### src/rtl/hazard_stall_controller.sv
// Hazard and stall sequencing for the 5-stage pipeline.
// Handles load-use interlock, taken-branch flush and data-memory freeze with timeout.
// Enable/flush outputs are combinational from state and inputs; counters and timeout flag are registered.
module hazard_stall_controller #(
   parameter int unsigned MEM_WAIT_MAX = 15,
   parameter int unsigned CNT_W        = 16
) (
   input  logic             clk,
   input  logic             reset,
   input  logic             id_valid,
   input  logic [4:0]       id_rs1,
   input  logic [4:0]       id_rs2,
   input  logic             id_uses_rs2,
   input  logic [4:0]       ex_rd,
   input  logic             ex_memread,
   input  logic             mem_branch_taken,
   input  logic             dmem_req,
   input  logic             dmem_ready,
   output logic             pc_write,
   output logic             ifid_write,
   output logic             idex_write,
   output logic             exmem_write,
   output logic             ctrl_stall,
   output logic             flush_ifid,
   output logic             flush_idex,
   output logic             flush_exmem,
   output logic             mem_timeout,
   output logic [CNT_W-1:0] stall_count,
   output logic [CNT_W-1:0] flush_count
);

   localparam int unsigned WAIT_W = 8;

   localparam logic [1:0] S_RUN      = 2'd0;
   localparam logic [1:0] S_MEM_WAIT = 2'd1;
   localparam logic [1:0] S_ERROR    = 2'd2;

   localparam logic [WAIT_W-1:0] WAIT_LIMIT = WAIT_W'(MEM_WAIT_MAX);
   localparam logic [CNT_W-1:0]  CNT_MAX    = {CNT_W{1'b1}};

   logic [1:0]        state_q, state_d;
   logic [WAIT_W-1:0] wait_cnt_q, wait_cnt_d;
   logic              mem_timeout_q, mem_timeout_d;
   logic [CNT_W-1:0]  stall_cnt_q, stall_cnt_d;
   logic [CNT_W-1:0]  flush_cnt_q, flush_cnt_d;

   logic freeze;
   logic load_use;

   // Memory not ready freezes everything; a load feeding the ID instruction needs one bubble.
   assign freeze   = dmem_req & ~dmem_ready;
   assign load_use = id_valid & ex_memread & (ex_rd != 5'd0) &
                     ((ex_rd == id_rs1) | (id_uses_rs2 & (ex_rd == id_rs2)));

   assign mem_timeout = mem_timeout_q;
   assign stall_count = stall_cnt_q;
   assign flush_count = flush_cnt_q;

   // Prioritised pipeline enables/flushes plus next-state, timeout and counter updates.
   always_comb begin
      pc_write      = 1'b1;
      ifid_write    = 1'b1;
      idex_write    = 1'b1;
      exmem_write   = 1'b1;
      ctrl_stall    = 1'b0;
      flush_ifid    = 1'b0;
      flush_idex    = 1'b0;
      flush_exmem   = 1'b0;
      state_d       = state_q;
      wait_cnt_d    = wait_cnt_q;
      mem_timeout_d = mem_timeout_q;
      stall_cnt_d   = stall_cnt_q;
      flush_cnt_d   = flush_cnt_q;

      if (reset) begin
         pc_write    = 1'b0;
         ifid_write  = 1'b0;
         idex_write  = 1'b0;
         exmem_write = 1'b0;
         ctrl_stall  = 1'b1;
      end else if (state_q == S_ERROR || freeze) begin
         pc_write    = 1'b0;
         ifid_write  = 1'b0;
         idex_write  = 1'b0;
         exmem_write = 1'b0;
      end else if (mem_branch_taken) begin
         // Any load-use stall is on the wrong path, so the flush wins.
         flush_ifid  = 1'b1;
         flush_idex  = 1'b1;
         flush_exmem = 1'b1;
      end else if (load_use) begin
         pc_write   = 1'b0;
         ifid_write = 1'b0;
         ctrl_stall = 1'b1;
      end

      case (state_q)
         S_RUN: begin
            if (freeze) begin
               state_d    = S_MEM_WAIT;
               wait_cnt_d = WAIT_W'(1);
            end
         end
         S_MEM_WAIT: begin
            if (dmem_ready) begin
               state_d    = S_RUN;
               wait_cnt_d = '0;
            end else if (wait_cnt_q == WAIT_LIMIT) begin
               state_d       = S_ERROR;
               mem_timeout_d = 1'b1;
            end else begin
               wait_cnt_d = wait_cnt_q + WAIT_W'(1);
            end
         end
         S_ERROR: begin
            state_d = S_ERROR;
         end
         default: begin
            state_d    = S_RUN;
            wait_cnt_d = '0;
         end
      endcase

      if (state_q != S_ERROR) begin
         if ((ctrl_stall || freeze) && stall_cnt_q != CNT_MAX) begin
            stall_cnt_d = stall_cnt_q + CNT_W'(1);
         end
         if (flush_ifid && flush_cnt_q != CNT_MAX) begin
            flush_cnt_d = flush_cnt_q + CNT_W'(1);
         end
      end
   end

   // State, wait counter, sticky timeout and performance counters.
   always_ff @(posedge clk or posedge reset) begin
      if (reset) begin
         state_q       <= S_RUN;
         wait_cnt_q    <= '0;
         mem_timeout_q <= 1'b0;
         stall_cnt_q   <= '0;
         flush_cnt_q   <= '0;
      end else begin
         state_q       <= state_d;
         wait_cnt_q    <= wait_cnt_d;
         mem_timeout_q <= mem_timeout_d;
         stall_cnt_q   <= stall_cnt_d;
         flush_cnt_q   <= flush_cnt_d;
      end
   end

endmodule

### config.mk
export PLATFORM = sky130hd
export DESIGN_NAME = hazard_stall_controller
export DESIGN_NICKNAME = d
export VERILOG_FILES = /design/src/rtl/hazard_stall_controller.sv
export SDC_FILE = /design/constraint.sdc
export NUM_CORES = 1
export LEC_CHECK = 0
export ABC_AREA = 0
export BUFFER_PORTS_ARGS = -buffer_cell sky130_fd_sc_hd__clkbuf_2
export CAP_MARGIN = 10
export CORE_UTILIZATION = 30
export DETAILED_ROUTE_END_ITERATION = 6
export GPL_TIMING_DRIVEN = 1
export HOLD_SLACK_MARGIN = 0.05
export PLACE_DENSITY = 0.61
export SYNTH_ARGS = -nofsm -noshare
export SYNTH_HDL_FRONTEND = slang
export SYNTH_SLANG_ARGS = --single-unit
### constraint.sdc
create_clock -name clk -period 3 [get_ports clk]
set_clock_uncertainty 0.15 [all_clocks]
set_input_delay 0.3 -clock clk [delete_from_list [all_inputs] [get_ports clk]]
set_output_delay 0.3 -clock clk [all_outputs]
set_load 0.02 [all_outputs]
# After elaboration in Yosys (flattened, before gate mapping)
# Index checks and enable logic that the tools add are counted.
[word_totals] input_bits=23 wordCells=59 ff_bits=43 output_inout_bits=41
[classes] bitwise=8 mux=21 n_eq_ne=11 addsub=3 reduce_logical=11
[ops] op="adder 16 x 1 -> 16 bit, second input constant" count=2
[ops] op="inequality test 16 bit, second input constant" count=2
[ops] op="2-to-1 mux 8 bit" count=3
[ops] op="case mux 8 bit (3 select lines)" count=1
[ops] op="2-to-1 mux 1 bit" count=13
[ops] op="== test 5 bit" count=2
[ops] op="adder 8 x 1 -> 8 bit, second input constant" count=1
[ops] op="== test 8 x 4 -> 1 bit, second input constant" count=1
[ops] op="2-to-1 mux 2 bit" count=3
[ops] op="inequality test 3 bit, second input constant" count=2
[ops] op="case mux 2 bit (3 select lines)" count=1
[ops] op="AND reduction 2 bit" count=3
[ops] op="AND reduction 3 bit" count=2
[ops] op="bitwise AND 1 bit" count=5
[ops] op="nonzero test 5 bit" count=1
[ops] op="inequality test 2 bit, second input constant" count=2
[ops] op="== test 2 x 1 -> 1 bit, second input constant" count=1
[ops] op="== test 2 bit, second input constant" count=1
[ops] op="logical AND 1 bit" count=2
[ops] op="logical NOT 2 bit" count=1
[ops] op="logical OR 1 bit" count=2
[ops] op="NOT 1 bit" count=2
[ops] op="bitwise OR 1 bit" count=1

# Longest topological paths before layout
# Gate-level depths: netlist of the first run.
[logic_depth] depth_word=11 ltp_mapped=7 mapped_depth_nobuf=7

# Least setup slack after synthesis of the first run
# OpenSTA, ideal clock, no wires.
[synth_path] path_kind="input to output" from="input reset" to="output pc_write" required_time_ns=2.550 slack_ns=0.288 n_path_buf=1 arrival_ns=2.262 path_stages=4 cell_sequence="inv_1 -> nand2_1 -> nor3_1 -> buf_4"
[synth_between] elab_chain_cells=1
[synth_lines] element="from (decl)" line="9" source="input logic reset,"
[synth_lines] element="2-to-1 mux 1 bit"
[synth_lines] element="to (decl)" line="19" source="output logic pc_write,"
# Every way passes these cells.

# Worst setup path after layout of the first run
[layout_path] from="input reset" to="output flush_idex"
[layout_between] elab_chain_cells=1
[layout_lines] element="2-to-1 mux 1 bit" line="75" source="if (reset) begin"
[layout_lines] element="to (decl)" line="25" source="output logic flush_idex,"
# Every way passes these cells.

==> metrics.md, run 1 <==
| Metric | Value |
|---|---|
| I/O Buffers | 63 |
| Required @ worst endpoint | 2550 ps |
| Initial Util | 31.7% |
| Setup-failing EPs final | 0 |
| Clock-pin slew on the worst setup and hold paths | 80 ps |
| Post-Layout Cell Count | 395 |
| Post-CTS Setup Inserts | 0 |
| Max clock buf depth | 2 |
| Final Critical Period | 2450 ps |
| Die footprint | 8190 um^2 |
| Hold Startpoint | dmem_ready |
| Placer Congestion | 0.749 |
| Sink Count | 43 |
| Die H | 90.5 um |
| Flop2flop setup slack | 760 ps |
| FF-to-FF path depth | 6 |
| I/O pin cnt | 64 |
| RSZ-0062 raised after global routing | no |
| Initial antenna violation count | 0 |
| PnR Total Power | 1.75 mW |
| YS warnings | 0 |
| Placed Instance Area | 2750 um^2 |
| Post-synth top flop | dfrtp_1 |
| Drt initial violations | 53 |
| Max-Slew Margin vs Limit | 62.1% |
| Die width | 90.5 um |
| Hold Path End | state_q[0] |
| Dpl hpwl | 3.71 mm |
| Mapped Area | 2350 um^2 |
| Via/cell ratio | 4.83 |
| Arrival @ worst endpoint | 2000 ps |
| DRC | 0 |
| Max cap viols | 0 |
| Row count | 31 |
| Worst Hold Class | in -> reg |
| Clock buffer count from CTS | 5 |
| Vias | 1,908 |
| Worst VDD drop | 0.000187 V |
| Design area | 2870 um^2 |
| Synth Instances | 230 |
| Final hold viol count | 0 |
| Worst-margin pin slew | 568 ps |
| Static Leak | 1.32 nW |
| Number of global-route vias before repair | 1,873 |
| Peak Freq | 408 MHz |
| Power density over the cells | 611 nW/um^2 |
| CP Max Fanout | 21 |
| Met2 usage | 19.9% |
| Crit Path Class | in -> out |
| FF-to-FF End | stall_count[1] |
| Seq/Total Area, Yosys | 45.8% |
| Congestion Overflow GR | 0 |
| Synth Net Count | 256 |
| CP endpoint kind | output port |
| Clock root buffer | clkbuf_8 |
| Mean post-synth cell area | 10.2 um^2 |
| Total wire length | 4.92 mm |
| Worst Setup SP | reset |
| # hold bufs at CTS | 1 |
| Largest net degree at the start of global routing | 28 |
| First-pass iteration count of the detailed router | 4 |
| Status | finished clean |
| GR met1 Demand/Resource | 17.4% |
| CTS tree | yes |
| Yosys reg bits | 43 |
| Ys async rst share | 100% |
| Hold path depth | 2 |
| Setup_tns | 0 ps |
| Diodes inserted | 0 |
| Clk_lat worst skew | 300 ps |
| EDFF count, synth | 0 |
| Global-route layer with the greatest usage | met2 |
| Grt met3 use | 3.37% |
| Finished Core Util | 38.7% |
| Routed len/inst | 12.5 um |
| Yosys cell types | 43 |
| Share of cells above drive strength 1 | 28.7% |
| Final worst path period share | 81.7% |
| Dpl cells | 386 |
| Post-route ant nets | 0 |
| P&R area growth vs syn | 22.0% |
| Cts repair resizes | 0 |
| H-tree levels | 2 |
| Nets | 321 |
| Tot GR Track Use | 12.9% |
| Total core area | 7410 um^2 |
| Final slew viol count | 0 |
| Critical R2R Launch | stall_count[3] |
| First-pass GRT wire length | 8.63 mm |
| Crit path launch type | primary input |
[how the worst max path moves through the flow]
stage                endpoint  slack (ps)
2_1_floorplan        pc_write         290
3_3_place_gp   stall_count[1]         720
3_5_place_dp   stall_count[1]         700
4_1_cts            flush_idex         480
5_1_grt           flush_exmem         340
6_report           flush_idex         550
[layout by cell type (no fill, tap or decap), types with 2 or more instances in the layout]
| cell type | n |
|---|---|
| nand2b_1 | 4 |
| nor4_1 | 2 |
| clkbuf_2 | 63 |
| a31oi_1 | 4 |
| and4_1 | 3 |
| nor2_1 | 20 |
| ha_1 | 3 |
| nor3b_2 | 3 |
| mux2_1 | 3 |
| dfrtp_1 | 43 |
| nand3_1 | 13 |
| nand2_1 | 20 |
| and2_1 | 4 |
| nor3_1 | 6 |
| nand4_1 | 13 |
| a21oi_1 | 6 |
| xnor2_1 | 17 |
| o21ai_0 | 5 |
| xor2_1 | 24 |
| nor4b_2 | 3 |
| clkbuf_8 | 5 |
| and3_1 | 6 |
[Yosys cell counts (2+ instances only)]
master,n,area share (%)
dfrtp_1,43,46
xor2_1,24,8.9
nand2_1,20,3.2
nor2_1,20,3.2
xnor2_1,17,6.3
nand3_1,13,2.8
nand4_1,13,3.5
a21oi_1,6,1.3
and3_1,6,1.6
nor3_1,6,1.3
buf_4,5,1.6
o21ai_0,5,1.1
a31oi_1,4,1.1
and2_1,4,1.1
nand2b_1,4,1.1
and4_1,3,1.1
ha_1,3,1.6
mux2_1,3,1.4
nor3b_2,3,1.6
nor4b_2,3,1.9
inv_1,2,0.32
nor4_1,2,0.53
[cells by family after synthesis]
| kind of cell | Yosys count | share of synthesized area (%) |
|---|---|---|
| simple gates | 104 | 25.3 |
| flops | 43 | 45.8 |
| xor+xnor | 41 | 15.3 |
| compound gates | 26 | 7.66 |
| buf+inv | 9 | 2.55 |
| mux | 4 | 1.86 |
| fa+ha+maj | 3 | 1.60 |
[routing by layer]
layer | routed length [um] | share of wire [%]
met1 | 2370 | 48
met2 | 2180 | 44
met3 | 292 | 5.9
met4 | 78 | 1.6
met5 | 0 | 0
[sequential cells by signal (all words and copies together) (netlist names)]
name and count:
state_q 2, stall_count 16, flush_count 16, wait_cnt_q 8, mem_timeout 1
[per-stage QoR]
stage	setup WS (ps)	hold WS, ps
global placement	719	161
global route	342	92.9
CTS	479	65.7
detailed placement	696	159
finish	549	79.6
floorplan	288	228
[critical path, cell delays in order]
cell           delay [ps]
dlygate4sd3_1         530
clkbuf_2              110
inv_2                 310
nand4_1               340
inv_1                 210
clkbuf_2              190
[report_power, final]
group	switching, mW	internal (mW)
clock network	0.209	0.248
logic	0.291	0.191
registers	0.140	0.674
total	0.640	1.11
[cell type report]
cell class	count	area [um^2]
flip-flops and latches	43	1080
multi-input cells	178	1210
clock buffers	5	68.8
clock inverters	3	43.8
repair buffers	65	333
fillers	745	4540
inverters	2	7.51
well taps	99	124
Power figures use the tool's default switching activity.
==> run 2: changes to the inputs <==
- clock period: 3 -> 2.5 ns (I/O delays scaled with it)
==> run 2 against run 1 <==
  * Hold slack better by 41 ps
  * Flip-flop and latch count unchanged
  * Sequential share of layout area decreased by 0.72 points
  * First-iteration DRC count down 7.5%
  * Combinational power rose by 22%
  * Critical path depth unchanged
  * Core utilization is 0.76 points higher
  * Routed wire length fell by 1.1%
  * Cell count increased by 1.0%
  * Total power grew 25%
  * Die area did not move
  * Largest power group unchanged
==> metrics.md, run 2 (same netlist as run 1, synthesis figures left out) <==
| Metric | Value |
|---|---|
| Congestion Overflow GR | 0 (unchanged) |
| CTS tree | yes |
| Max cap viols | 0 (unchanged) |
| Nets | 325 (+1.2%) |
| Setup-failing EPs final | 0 (unchanged) |
| Final hold viol count | 0 (unchanged) |
| First-pass iteration count of the detailed router | 4 (unchanged) |
| Crit Path Class | in -> out |
| Largest net degree at the start of global routing | 44 (+57%) |
| Max clock buf depth | 2 (unchanged) |
| Design area | 2920 um^2 (+2.0%) |
| Total wire length | 4.87 mm (-1.1%) |
| Worst-margin pin slew | 553 ps (-15.3 ps) |
| CP Max Fanout | 5 (-76%) |
| CP cell instances | dlygate4sd3_1, clkbuf_2, nand2b_1, nand4_1, inv_1, clkbuf_2 |
| Max-Slew Margin vs Limit | 63.1% (+1.0 points) |
| Worst path max stage delay | 520 ps (about the same) |
| Diodes inserted | 0 (unchanged) |
| Dpl hpwl | 3.72 mm (+0.18%) |
| Slowest cell on the critical path | dlygate4sd3_1 |
| Clock root buffer | clkbuf_8 |
| Status | finished clean |
| Buf+Inv Stages, Crit Path | 4 (-1) |
| I/O pin cnt | 64 (unchanged) |
| Placed Instance Area | 2770 um^2 (+0.96%) |
| CP endpoint kind | output port |
| Number of global-route vias before repair | 1,853 (-1.1%) |
| DRC | 0 (unchanged) |
| Final Critical Period | 2190 ps |
| Static Leak | 1.34 nW (+1.5%) |
| RSZ-0062 raised after global routing | no |
| Drt initial violations | 49 (-7.5%) |
| Die footprint | 8190 um^2 (unchanged) |
| Initial antenna violation count | 0 (unchanged) |
| Required @ worst endpoint | 2100 ps (-450 ps) |
| Sink Count | 43 (unchanged) |
| Commonest cells after routing, fill and taps aside | clkbuf_2 (63), dfrtp_1 (43), xor2_1 (24), nor2_1 (20), nand2_1 (20) |
| Cts repair resizes | 0 (unchanged) |
| Final slew viol count | 0 (unchanged) |
| Total core area | 7410 um^2 (unchanged) |
| Worst Hold Class | in -> reg |
| Peak Freq | 456 MHz |
| Die H | 90.5 um (unchanged) |
| Clock buffer count from CTS | 5 (unchanged) |
| Clk_lat worst skew | 290 ps (about the same) |
| Routed len/inst | 12.2 um (-2.1%) |
| Tot GR Track Use | 12.7% (-0.18 points) |
| Worst VDD drop | 0.000233 V (+25%) |
| Setup_tns | 0 ps (unchanged) |
| Via/cell ratio | 4.79 (-0.74%) |
| I/O Buffers | 63 (unchanged) |
| Arrival @ worst endpoint | 1790 ps (-210 ps) |
| Power density over the cells | 750 nW/um^2 (+23%) |
| P&R area growth vs syn | 24.4% |
| Share of cells above drive strength 1 | 29.0% (+0.28 points) |
| Row count | 31 (unchanged) |
| Crit path launch type | primary input |
| First-pass GRT wire length | 8.51 mm (-1.4%) |
| Placer Congestion | 0.770 (+2.7%) |
| Vias | 1,913 (+0.26%) |
| Most common cell after layout, fill and taps aside | clkbuf_2 |
| Flop2flop setup slack | 440 ps (-320 ps) |
| Clock-pin slew on the worst setup and hold paths | 80 ps (about the same) |
| Post-route ant nets | 0 (unchanged) |
| Final worst path period share | 87.7% |
| H-tree levels | 2 (unchanged) |
| Die width | 90.5 um (unchanged) |
| Initial Util | 31.7% (unchanged) |
| Worst path most repeated cell | clkbuf_2 |
| Crit path max-delay family | buffers and inverters |
[run 2: area by class of cell]
type | count | area, um^2
Fill cell | 740 | 4480
Multi-Input combinational cell | 178 | 1210
Sequential cell | 43 | 1080
Timing Repair Buffer | 69 | 365
Tap cell | 99 | 124
Clock buffer | 6 | 72.6
Clock inverter | 2 | 60.1
Inverter | 2 | 11.3
[run 2: power breakdown]
part / switching [mW] / internal (mW)
Combinational: 0.353 / 0.233
Sequential: 0.166 / 0.809
Clock: 0.232 / 0.399
[run 2: metrics by stage]
step | hold slack (ps) | setup slack [ps] | cells | power (mW) | util (%)
5_1_grt | 162 | 170 | 399 | 2.34 | 39.5
3_3_place_gp | 314 | 458 | 389 | 1.57 | 37.4
3_5_place_dp | 321 | 458 | 389 | 1.58 | 37.4
2_1_floorplan | 113 | 315 | 230 | 1.37 | -
4_1_cts | 114 | 294 | 399 | 2.23 | 39.5
6_report | 120 | 308 | 399 | 2.19 | 39.5
[run 2: worst paths after layout]
| path | from | endpoint | depth (start not counted) |
|---|---|---|---|
| setup / recovery | dmem_ready | flush_idex | 6 |
| max in group asynchronous | reset | stall_count[7] | 4 |
| min in group asynchronous | reset | state_q[0] | 4 |
| hold reg to reg | mem_timeout | mem_timeout | 1 |
| setup reg to reg | wait_cnt_q[0] | wait_cnt_q[5] | 6 |
| hold / removal | dmem_req | state_q[0] | 3 |
[run 2: metal layers]
| metal | routed length, um | up-vias | part of all wire, % | GRT usage, % |
|---|---|---|---|---|
| li1 | - | 959 | - | - |
| met1 | 2300 | 895 | 47 | 16.9 |
| met2 | 2220 | 55 | 46 | 20.4 |
| met3 | 307 | 4 | 6.3 | 3.79 |
| met4 | 42 | 0 | 0.86 | 2.82 |
| met5 | 0 | - | 0 | 0 |
[run 2: tightest hold or removal path: cells and delay by family]
family / cells / cell delay [ps]
and+or+nand+nor: 1 / 80
buffers and inverters: 1 / 120
AOI/OAI and AO/OA: 1 / 60
[run 2: what timing repair did]
item	CTS	global route
hold buffers	2	0
buffers inserted	0	0
setup endpoints to repair	0	0
endpoints found under the hold margin	44	0
==> run 3: changes to the inputs <==
- CORE_UTILIZATION: 30 -> 35
- HOLD_SLACK_MARGIN: 0.05 -> 0.08
- PLACE_DENSITY: 0.61 -> 0.67
- TNS_END_PERCENT: not set -> 50
==> run 3 against run 2 <==
  * The run now ends with design-rule violations left
  * Clock-buffer cell count stayed put
  * Critical path type unchanged
  * Setup slack worse by 57 ps
  * Total power is 3.2% lower
  * Largest cell class unchanged
  * Core utilization is 5.4 points higher
==> metrics.md, run 3 (same netlist as run 1, synthesis figures left out) <==
| Metric | Value |
|---|---|
| Total wire length | 4.88 mm (+0.18%) |
| Worst path most repeated cell | clkbuf_2 |
| H-tree levels | 2 (unchanged) |
| Share of cells above drive strength 1 | 29.3% (+0.33 points) |
| Max cap viols | 0 (unchanged) |
| Buf+Inv Stages, Crit Path | 5 (+1) |
| Power density over the cells | 737 nW/um^2 (-1.7%) |
| Largest net degree at the start of global routing | 45 (+2.3%) |
| # fillers | 602 (-19%) |
| Status | finished with violations |
| Commonest cells after routing, fill and taps aside | clkbuf_2 (63), dfrtp_1 (43), xor2_1 (24), nor2_1 (20), nand2_1 (20) |
| Post-Layout Cell Count | 377 (-5.5%) |
| Initial antenna violation count | 0 (unchanged) |
| Hold Path End | state_q[0] |
| Setup-failing EPs final | 0 (unchanged) |
| Clock root buffer | clkbuf_8 |
| Worst Hold Class | in -> reg |
| Routed len/inst | 12.9 um (+6.0%) |
| Slowest cell on the critical path | dlygate4sd3_1 |
| Die footprint | 7050 um^2 (-14%) |
| Hold path depth | 3 (unchanged) |
| First-pass GRT wire length | 8.20 mm (-3.6%) |
| Clock buffer count from CTS | 5 (unchanged) |
| Dpl hpwl | 3.69 mm (-0.97%) |
| FF-to-FF path depth | 6 (unchanged) |
| Cts repair resizes | 0 (unchanged) |
| Final slew viol count | 0 (unchanged) |
| Most common cell after layout, fill and taps aside | clkbuf_2 |
| Row count | 29 (-6.5%) |
| Nets | 325 (unchanged) |
| Final hold viol count | 0 (unchanged) |
| I/O pin cnt | 64 (unchanged) |
| Total core area | 6420 um^2 (-13%) |
| Critical R2R Launch | wait_cnt_q[0] |
| Crit path max-delay family | buffers and inverters |
| Arrival @ worst endpoint | 1850 ps (+60 ps) |
| I/O Buffers | 63 (unchanged) |
| Number of global-route vias before repair | 1,816 (-2.0%) |
| Worst VDD drop | 0.000493 V (+110%) |
| Die H | 84.0 um (-7.3%) |
| CP endpoint kind | output port |
| CP cell instances | dlygate4sd3_1, clkbuf_2, clkinvlp_4, buf_4, nand2_1, clkbuf_2 |
| Crit path launch type | primary input |
| Final Critical Period | 2250 ps (+57.4 ps) |
| Clk_lat worst skew | 290 ps (about the same) |
| CTS tree | yes |
| Failing checks | design-rule violations |
| CP Max Fanout | 44 (+39) |
| Vias | 1,941 (+1.5%) |
| Tot GR Track Use | 14.2% (+1.5 points) |
| Die width | 84.0 um (-7.3%) |
| P&R area growth vs syn | 22.6% |
| Via/cell ratio | 5.15 (+7.4%) |
| Static Leak | 1.33 nW (-0.32%) |
| DRC | 8 (+8) |
| Peak Freq | 445 MHz (-2.6%) |
| Drt initial violations | 82 (+67%) |
| FF-to-FF End | wait_cnt_q[5] |
| Setup_tns | 0 ps (unchanged) |
| Max clock buf depth | 2 (unchanged) |
| Dpl cells | 367 (-5.7%) |
| First-pass iteration count of the detailed router | 6 (+2) |
| Max-Slew Margin vs Limit | 63.8% (+0.61 points) |
| PnR Total Power | 2.12 mW (-3.2%) |
| Post-route ant nets | 0 (unchanged) |
| RSZ-0062 raised after global routing | no |
| Worst Setup SP | reset |
| Crit Path Class | in -> out |
| Congestion Overflow GR | 0 (unchanged) |
| Required @ worst endpoint | 2100 ps (about the same) |
| Sink Count | 43 (unchanged) |
| Hold Startpoint | dmem_req |
| Worst path max stage delay | 540 ps (+20 ps) |
| Placer Congestion | 0.852 (+11%) |
| Worst-margin pin slew | 544 ps (-9.19 ps) |
| Final worst path period share | 90.0% (+2.3 points) |
| Initial Util | 36.6% (+4.9 points) |
| Diodes inserted | 0 (unchanged) |
| Flop2flop setup slack | 390 ps (-50 ps) |
| Clock-pin slew on the worst setup and hold paths | 90 ps (about the same) |
| Finished Core Util | 44.9% (+5.4 points) |
==> run 3: cell count changes in the layout (fill, tap and decap cells not counted), sizes merged <==
| cell | change |
|---|---|
| clkinv | +1 |
| bufinv | -1 |
==> run 3: worst max path at each step <==
stage,cells past startpoint,slack [ps],end
2_1_floorplan,5,310,pc_write
3_3_place_gp,6,460,wait_cnt_q[5]
3_5_place_dp,6,420,pc_write
4_1_cts,6,220,ctrl_stall
5_1_grt,6,110,ctrl_stall
6_report,6,250,ctrl_stall
==> run 3: worst reg2reg max path, stage by stage, from the launching register on <==
cell     delay, ps
dfrtp_1        430
ha_1           240
and3_1         180
and2_1         190
a31oi_1        400
o21ai_0        170
a22o_1         250
==> run 3: repair_timing <==
action	CTS	global route
endpoints found under the hold margin	45	0
hold buffers	2	0
buffers inserted	0	0
==> run 3: report_power, final <==
group | total, mW | switching (mW) | leakage (nW) | internal, mW
Clock | 0.563 | 0.239 | 0.0612 | 0.324
Combinational | 0.586 | 0.353 | 0.713 | 0.233
Sequential | 0.974 | 0.165 | 0.558 | 0.809
Total | 2.12 | 0.758 | 1.33 | 1.36
==> run 3: cell type report <==
class	instances	area, um^2	share of cell area (%)
sequential	43	1080	37.3
tap	77	96.3	3.34
inverter	2	11.3	0.391
timing repair buffer	69	365	12.7
multi-input combinational	178	1210	42.2
clock buffer	6	82.6	2.87
clock inverter	2	35.0	1.22
==> run 3: stage by stage <==
| step | instance area, um^2 | hold slack [ps] | setup WS (ps) |
|---|---|---|---|
| after floorplan | 2350 | 113 | 315 |
| after global placement | 2740 | 313 | 460 |
| after detailed placement | 2740 | 321 | 422 |
| after CTS | 2880 | 104 | 215 |
| after global routing | 2880 | 171 | 111 |
| final | 2880 | 113 | 251 |
==> run 3: metal layers <==
metal  global-route usage, %  wire [um]
met1                    18.6       2330
met2                    23.5       2260
met3                    2.57        226
met4                    5.17         61
met5                       0          0
